**config.mk**
```make
export PLATFORM = sky130hd
export DESIGN_NAME = regfile_wb_arbiter
export DESIGN_NICKNAME = d
export VERILOG_FILES = /design/src/rtl/regfile_pkg.sv /design/src/rtl/rr_arbiter.sv /design/src/rtl/regfile_wb_arbiter.sv
export SDC_FILE = /design/constraint.sdc
export NUM_CORES = 1
export LEC_CHECK = 0
export BUFFER_PORTS_ARGS = -buffer_cell sky130_fd_sc_hd__buf_4
export CAP_MARGIN = 20
export CELL_PAD_IN_SITES_DETAIL_PLACEMENT = 1
export CELL_PAD_IN_SITES_GLOBAL_PLACEMENT = 1
export CORE_MARGIN = 1
export CORE_UTILIZATION = 28
export CTS_BUF_LIST = sky130_fd_sc_hd__clkbuf_8
export CTS_CLUSTER_DIAMETER = 30
export DETAILED_ROUTE_END_ITERATION = 10
export HOLD_SLACK_MARGIN = 0.1
export PLACE_DENSITY = 0.79
export REMOVE_ABC_BUFFERS = 1
export SYNTH_ARGS = -nofsm -noshare
export SYNTH_HDL_FRONTEND = slang
export SYNTH_HIERARCHICAL = 1
export SYNTH_SLANG_ARGS = --single-unit
```
**constraint.sdc**
```tcl
create_clock -name clk -period 1.6 [get_ports clk]
set_input_delay 0.16 -clock clk [delete_from_list [all_inputs] [get_ports clk]]
set_output_delay 0.16 -clock clk [all_outputs]
set_load 0.02 [all_outputs]
```
**src/rtl/regfile_pkg.sv**
```systemverilog
// regfile_pkg: register file geometry and shared address/data types
package regfile_pkg;
    localparam int REG_AW   = 5;
    localparam int REG_DW   = 32;
    localparam int NREG     = 32;
    localparam int ZERO_REG = 0;
    typedef logic [REG_AW-1:0] reg_addr_t;
    typedef logic [REG_DW-1:0] reg_data_t;
endpackage

```
**src/rtl/rr_arbiter.sv**
```systemverilog
// rr_arbiter: round-robin arbiter; one-hot grant searched from a rotating pointer
module rr_arbiter #(
    parameter int N = 2
) (
    input  logic                          clk,
    input  logic                          rst_n,
    input  logic [N-1:0]                  req,
    output logic [N-1:0]                  gnt,
    output logic [$clog2(N>1?N:2)-1:0]    gnt_idx
);
    localparam int IW = $clog2(N > 1 ? N : 2);
    logic [IW-1:0] ptr;
    // Descending scan so the index closest to ptr overwrites the others
    always_comb begin
        gnt     = '0;
        gnt_idx = '0;
        for (int k = N - 1; k >= 0; k--) begin
            if (req[(int'(ptr) + k) % N]) begin
                gnt                         = '0;
                gnt[(int'(ptr) + k) % N]    = 1'b1;
                gnt_idx                     = IW'((int'(ptr) + k) % N);
            end
        end
        if (!rst_n) gnt = '0;
    end
    always_ff @(posedge clk or negedge rst_n) begin
        if (!rst_n) ptr <= '0;
        else if (|gnt) ptr <= (gnt_idx == IW'(N - 1)) ? '0 : gnt_idx + 1'b1;
    end
endmodule

```
**src/rtl/regfile_wb_arbiter.sv**
```systemverilog
// regfile_wb_arbiter: round-robin sharing of the register file write port among writeback requesters
module regfile_wb_arbiter
    import regfile_pkg::*;
#(
    parameter int NREQ = 2,
    parameter int AW   = REG_AW,
    parameter int DW   = REG_DW
) (
    input  logic                            clk,
    input  logic                            rst_n,
    input  logic [NREQ-1:0]                 req_valid,
    input  logic [NREQ*AW-1:0]              req_addr,
    input  logic [NREQ*DW-1:0]              req_data,
    output logic [NREQ-1:0]                 req_ready,
    output logic                            we3,
    output logic [AW-1:0]                   a3,
    output logic [DW-1:0]                   wd3,
    output logic [$clog2(NREQ>1?NREQ:2)-1:0] grant_id
);
    localparam int IW = $clog2(NREQ > 1 ? NREQ : 2);
    logic [IW-1:0] g;
    logic [AW-1:0] gaddr;
    logic [DW-1:0] gdata;
    rr_arbiter #(.N(NREQ)) u_arb (
        .clk     (clk),
        .rst_n   (rst_n),
        .req     (req_valid),
        .gnt     (req_ready),
        .gnt_idx (g)
    );
    assign gaddr = req_addr[g*AW +: AW];
    assign gdata = req_data[g*DW +: DW];
    // Register 0 writes are consumed but never reach the register file
    always_ff @(posedge clk or negedge rst_n) begin
        if (!rst_n) begin
            we3      <= 1'b0;
            a3       <= '0;
            wd3      <= '0;
            grant_id <= '0;
        end else begin
            we3 <= |req_ready && gaddr != AW'(ZERO_REG);
            if (|req_ready) begin
                a3       <= gaddr;
                wd3      <= gdata;
                grant_id <= g;
            end
        end
    end
endmodule

```
==> flow_summary_export.csv, run 1 <==
group,metric,value,unit
timing,fin_ws,0.0763,ns
timing,timing.hold.ws,-0.314,ns
synthesis,syn_area_per_cell,10.3,um2
detailed_routing,viasPerCell,4.74,
timing,fmaxAchievable,656,MHz
floorplanning,num_io_pins,119,
place,hpwl,4.22,mm
final_layout,final_cell_mix,"buf_4 (125), dfrtp_1 (40), mux2i_1 (37), nor2_1 (37), a21oi_1 (37)",
detailed_routing,ant_nets,0,
cts,cts_root_buf,"clkbuf_8",
cts,clk_path_buf_depth,2,
global_routing,antenna_found_initial,0,
power,power_density,1100,nW/um2
final_layout,n_antenna_cell,0,
final_layout,fill_cells,714,
synthesis,ys_types,18,
floorplanning,design.die.area,6940,um2
place,globalplace.congestion,0.766,
synthesis,ys_top_cells_by_area,"dfrtp_1 (54%), mux2i_1 (20%), a21oi_1 (11%)",
setup_path,arrival,1.70,ns
setup_path,critical_path_class,"reg -> reg",
synthesis,yosys_warnings,6,
global_routing,grt_overflow_total,0,
timing,relSlewSlack,70.5,%
run_status,violations,"negative hold slack",
detailed_routing,dr.pass1.iters,4,
cts,clk_latency,0.29,ns
place,dp_slack,-0.0646,ns
final_layout,fin_nets,380,
min_path,min_path_type,"in -> async",
job,maxCapViolCount,0,
synthesis,mappedNetlistArea,1850,um2
global_routing,grt_pass1_vias,1906,
final_layout,area_growth,62.8,%
floorplanning,core,6350,um2
cts,h-tree-depth,2,
setup_path,crit_fanout,2,
floorplanning,die_h,83.3,um
place,portBuffers,118,
place,placedInstanceArea,2850,um2
detailed_routing,vias,1797,
synthesis,synth_seq_area_share,54.1,%
detailed_routing,drc,0,
timing,finalCriticalPeriod,1.52,ns
timing,setup-violations-final,0,
synthesis,yosysTopAreaCell,"dfrtp_1",
cts,numCtsBuffers,5,
power,p_leak,1.47,nW
synthesis,synth_cells,179,
run_status,status,"finished, violations left",
timing,timing.final.crit_share,95.2,%
cts,clock_sinks,40,
timing,hold_viol_final,7,
cts,path_clk_slew,0.08,ns
cts,cts_tree,"done",
synthesis,synth.top_cell.area_share,54.1,%
final_layout,drive_gt1_share,47.0,%
setup_path,end_kind,"flop",
timing,clock_skew,0.0111,ns
timing,tightest_slew,0.442,ns
setup_path,start_kind,"flop",
global_routing,grt_max_degree,35,
setup_path,required,1.77,ns
detailed_routing,dr.first_iter.drc_count,57,
final_layout,finalInstanceArea,3010,um2
global_routing,grt_pass1_wl,9.11,mm
timing,fin_setup_tns,0,ns
timing,slew_viol_final,0,
cts,postCtsHoldBufs,1,
floorplanning,initial_core_util,29.2,%
floorplanning,row_count,29,
timing,rsz0062_at_grt,"false",
power,vdd_drop_max,0.442,mV
floorplanning,dieWidth,83.3,um
global_routing,track_usage,16.8,%
final_layout,layout_commonest_cell,"buf_4",
synthesis,synth-seq-cells,40,
detailed_routing,routed_wl,5.74,mm
detailed_routing,wire_per_inst,15.1,um
==> cell type report <==
cell class / instances / area [um2] / share of cell area (%)
repair buffers: 130 / 1030 / 34.1
flip-flops and latches: 40 / 1000 / 33.2
multi-input cells: 124 / 807 / 26.8
well taps: 77 / 96.3 / 3.20
clock buffers: 5 / 68.8 / 2.28
clock inverters: 2 / 8.76 / 0.291
inverters: 1 / 3.75 / 0.125
==> per-stage QoR <==
step | cells | power (mW) | utilization, %
4_1_cts | 378 | 3.33 | 46.7
3_5_place_dp | 369 | 2.67 | 44.8
2_1_floorplan | 165 | 2.00 | -
6_report | 379 | 3.32 | 47.5
3_3_place_gp | 369 | 2.62 | 44.8
5_1_grt | 379 | 3.53 | 47.5
==> routing by layer <==
layer  wire (um)  global-route usage, %  up-vias
li1            -                      -      858
met1        2360                   20.2      862
met2        2950                   28.8       71
met3         376                   4.57        6
met4          61                   5.64        0
met5           0                      0        -
==> power breakdown <==
group,switching [mW],internal (mW)
registers,0.120,1.23
clock network,0.341,0.290
logic,0.695,0.640
==> logic make-up (layout without fill, tap and decap cells) <==
family / count (synthesis) / after routing / synth area share [%]
simple gates: 44 / 44 / 9.80
flops: 40 / 40 / 54.1
compound gates: 42 / 42 / 11.6
buf+inv: 15 / 138 / 3.92
mux: 38 / 38 / 20.6
==> path summary, 6_finish.rpt <==
check                                 startpoint                   end  slack (ns)  depth (start not counted)
max                        u_arb/ptr$_DFFE_PN0P_         we3$_DFF_PN0_        0.08                          5
min                                        rst_n     a3[3]$_DFFE_PN0P_       -0.31                          1
max reg2reg                u_arb/ptr$_DFFE_PN0P_         we3$_DFF_PN0_        0.08                          5
min reg2reg                 grant_id$_DFFE_PN0P_  grant_id$_DFFE_PN0P_        0.52                          1
max in group asynchronous                  rst_n    wd3[7]$_DFFE_PN0P_        1.25                          2
min in group clk                     req_addr[9]         we3$_DFF_PN0_        0.13                          3
==> critical path: stages, from the launching register on <==
cell and delay, ns:
dfrtp_1 0.38, nand2b_1 0.15, and2_2 0.20, or4_4 0.44, o31ai_4 0.18, a31oi_1 0.06
==> cells in the mapped netlist <==
cell	instances
or4_1	1
inv_1	1
mux2_2	1
nand2b_1	1
buf_2	7
nor4_1	1
buf_4	2
dfrtp_1	40
and3_1	1
a21oi_1	39
o31ai_1	1
mux2i_1	37
and2_1	1
a31oi_1	2
clkbuf_1	5
or2_1	1
nor2_1	37
nand2_1	1
==> sequential cells by signal, indices dropped and copies added, names as in the netlist <==
| signal | count |
|---|---|
| we3 | 1 |
| u_arb/ptr | 1 |
| grant_id | 1 |
| a3 | 5 |
| wd3 | 32 |
==> what timing repair did <==
| item | 4_1_cts | 5_1_grt |
|---|---|---|
| pin swaps | 2 | 2 |
| hold endpoints to repair | 41 | 40 |
| buffers inserted | 1 | 0 |
| resized for setup | 4 | 7 |
| gates cloned | 0 | 1 |
| setup endpoints to repair | 6 | 38 |
(Power assumes the default switching activity.)
==> run 2: changes to the inputs <==
--- a/config.mk
+++ b/config.mk
@@ -7,10 +7,8 @@
 export LEC_CHECK = 0
 export BUFFER_PORTS_ARGS = -buffer_cell sky130_fd_sc_hd__buf_4
 export CAP_MARGIN = 20
-export CELL_PAD_IN_SITES_DETAIL_PLACEMENT = 1
-export CELL_PAD_IN_SITES_GLOBAL_PLACEMENT = 1
 export CORE_MARGIN = 1
-export CORE_UTILIZATION = 28
+export CORE_UTILIZATION = 39
 export CTS_BUF_LIST = sky130_fd_sc_hd__clkbuf_8
 export CTS_CLUSTER_DIAMETER = 30
 export DETAILED_ROUTE_END_ITERATION = 10
==> run 2 against run 1 <==
The flow finishes with violations (design-rule violations). Via count shrank 2.7%. Sequential share of layout area grew 0.14 points. Fmax shrank 3.2%. Largest cell class unchanged. Highest routed layer unchanged.
==> flow_summary_export.csv, run 2 (synthesis results as in run 1) <==
group,metric,value,unit
run_status,status,"finished, violations left",
run_status,violations,"design-rule violations",
timing,tightest_slew,0.296,ns
detailed_routing,viasPerCell,4.90,
detailed_routing,dr.first_iter.drc_count,92,
cts,clock_sinks,40,
detailed_routing,wire_per_inst,13.5,um
timing,slew_viol_final,0,
final_layout,largest_register_ffs,32,
final_layout,final_cells,357,
place,dp_cells,345,
global_routing,grt_max_degree,39,
place,dp_slack,-0.0308,ns
detailed_routing,vias,1748,
detailed_routing,ant_nets,0,
power,switching_share,33.8,%
power,power,3.35,mW
detailed_routing,routed_wl,4.82,mm
floorplanning,design.die.area,5030,um2
min_path,min_to,"we3$_DFF_PN0_",
timing,finalCriticalPeriod,1.57,ns
cts,cts_tree,"done",
setup_path,crit_fanout,4,
timing,timing.hold.ws,0.138,ns
final_layout,n_antenna_cell,0,
min_path,hp-start,"req_addr[9]",
place,globalplace.congestion,0.779,
power,power_density,1120,nW/um2
power,pwr-share-clk,20.5,%
floorplanning,die_h,70.9,um
final_layout,largest-register,"wd3",
setup_path,reg2reg_from,"u_arb/ptr$_DFFE_PN0P_",
power,p_seq_share,40.3,%
final_layout,finalInstanceArea,3000,um2
floorplanning,dieWidth,70.9,um
timing,hold_viol_final,0,
cts,h-tree-depth,2,
final_layout,final_cell_mix,"buf_4 (125), dfrtp_1 (40), a21oi_1 (38), mux2i_1 (37), nor2_1 (37)",
setup_path,rr_worst_depth,5,
power,vdd_drop_max,0.606,mV
global_routing,grt_pass1_wl,7.74,mm
final_layout,drive_gt1_share,46.9,%
power,p_int,2.21,mW
detailed_routing,drc,18,
place,hpwl,3.51,mm
floorplanning,row_count,24,
job,maxCapViolCount,0,
final_layout,fin_nets,382,
cts,clk_path_buf_depth,2,
cts,clk_latency,0.29,ns
setup_path,reg2reg_setup_slack,0.05,ns
place,placedInstanceArea,2820,um2
min_path,min_path_type,"in -> reg",
timing,fin_ws,0.0257,ns
place,portBuffers,118,
global_routing,grt_overflow_total,0,
power,combPwrFrac,39.3,%
min_path,hold_depth,3,
global_routing,antenna_found_initial,0,
global_routing,grt_pass1_vias,1778,
cts,numCtsBuffers,5,
global_routing,track_usage,19.5,%
floorplanning,num_io_pins,119,
timing,clock_skew,0.00277,ns
setup_path,critical_path_class,"in -> reg",
power,switchingPower,1.13,mW
cts,path_clk_slew,0.07,ns
setup_path,end_kind,"flop",
timing,setup-violations-final,0,
final_layout,layout_commonest_cell,"buf_4",
timing,fmaxAchievable,635,MHz
final_layout,area_growth,62.1,%
floorplanning,initial_core_util,41.7,%
final_layout,top_regs,"wd3: 32 flops, a3: 5 flops",
floorplanning,core,4440,um2
cts,cts_root_buf,"clkbuf_8",
detailed_routing,dr.pass1.iters,7,
setup_path,arrival,1.74,ns
setup_path,r2r_end,"we3$_DFF_PN0_",
setup_path,start_kind,"input port",
timing,timing.final.crit_share,98.4,%
power,p_leak,1.49,nW
timing,relSlewSlack,80.3,%
setup_path,required,1.77,ns
==> run 2: cell types whose count changed in the layout (fill, tap and decap cells not counted), sizes merged <==
cell	before	now
buf	128	129
dlygate4sd3	1	2
clkbuf	6	7
inv	2	1
clkinv	1	2
==> run 2: final cells by class <==
class,instances,area (um2)
Clock buffer,6,82.6
Clock inverter,2,10.0
Fill cell,373,1440
Inverter,1,3.75
Multi-Input combinational cell,124,793
Sequential cell,40,1000
Tap cell,52,65.1
Timing Repair Buffer,132,1050
==> run 2: what timing repair did <==
action | 4_1_cts | 5_1_grt
cloned | 0 | 1
pin swaps | 2 | 0
endpoints found under the hold margin | 41 | 0
setup buffers | 1 | 0
endpoints found under the setup margin | 6 | 38
resized for setup | 2 | 6
hold buffers | 2 | 0
==> run 2: routing by layer <==
metal	GRT usage (%)	up-vias	wire length, um
li1	-	872	-
met1	23.7	799	2030
met2	33.7	70	2390
met3	5.84	7	346
met4	5.33	0	47
met5	0	-	0
==> run 2: critical path: stages <==
cell	delay (ns)
dlygate4sd3_1	0.54
buf_4	0.15
and2_2	0.18
or4_1	0.40
o31ai_1	0.24
a31oi_1	0.06
==> run 2: worst max path at each step <==
stage	start	end	slack (ns)	depth (start not counted)
after detailed placement	u_arb/ptr$_DFFE_PN0P_	we3$_DFF_PN0_	-0.03	5
after floorplan	u_arb/ptr$_DFFE_PN0P_	grant_id$_DFFE_PN0P_	-1.05	3
final	req_valid[1]	we3$_DFF_PN0_	0.03	6
after CTS	req_valid[1]	wd3[2]$_DFFE_PN0P_	0.007	7
after global routing	u_arb/ptr$_DFFE_PN0P_	wd3[28]$_DFFE_PN0P_	-0.0008	7
after global placement	u_arb/ptr$_DFFE_PN0P_	we3$_DFF_PN0_	0.02	5
==> run 2: per-stage QoR <==
stage	setup TNS [ns]	util, %
after global routing	-0.000833	67.5
after detailed placement	-0.0455	63.5
after global placement	0	63.5
final	0	67.5
after CTS	0	66.5
after floorplan	-32.00	-
==> run 2: power groups by stage <==
stage / logic (mW) / clock network [mW] / registers [mW]
detailed placement: 1.28 / 0 / 1.36
global route: 1.42 / 0.761 / 1.38
floorplan: 0.365 / 0 / 1.63
finish: 1.31 / 0.685 / 1.35
CTS: 1.30 / 0.717 / 1.35
global placement: 1.25 / 0 / 1.36
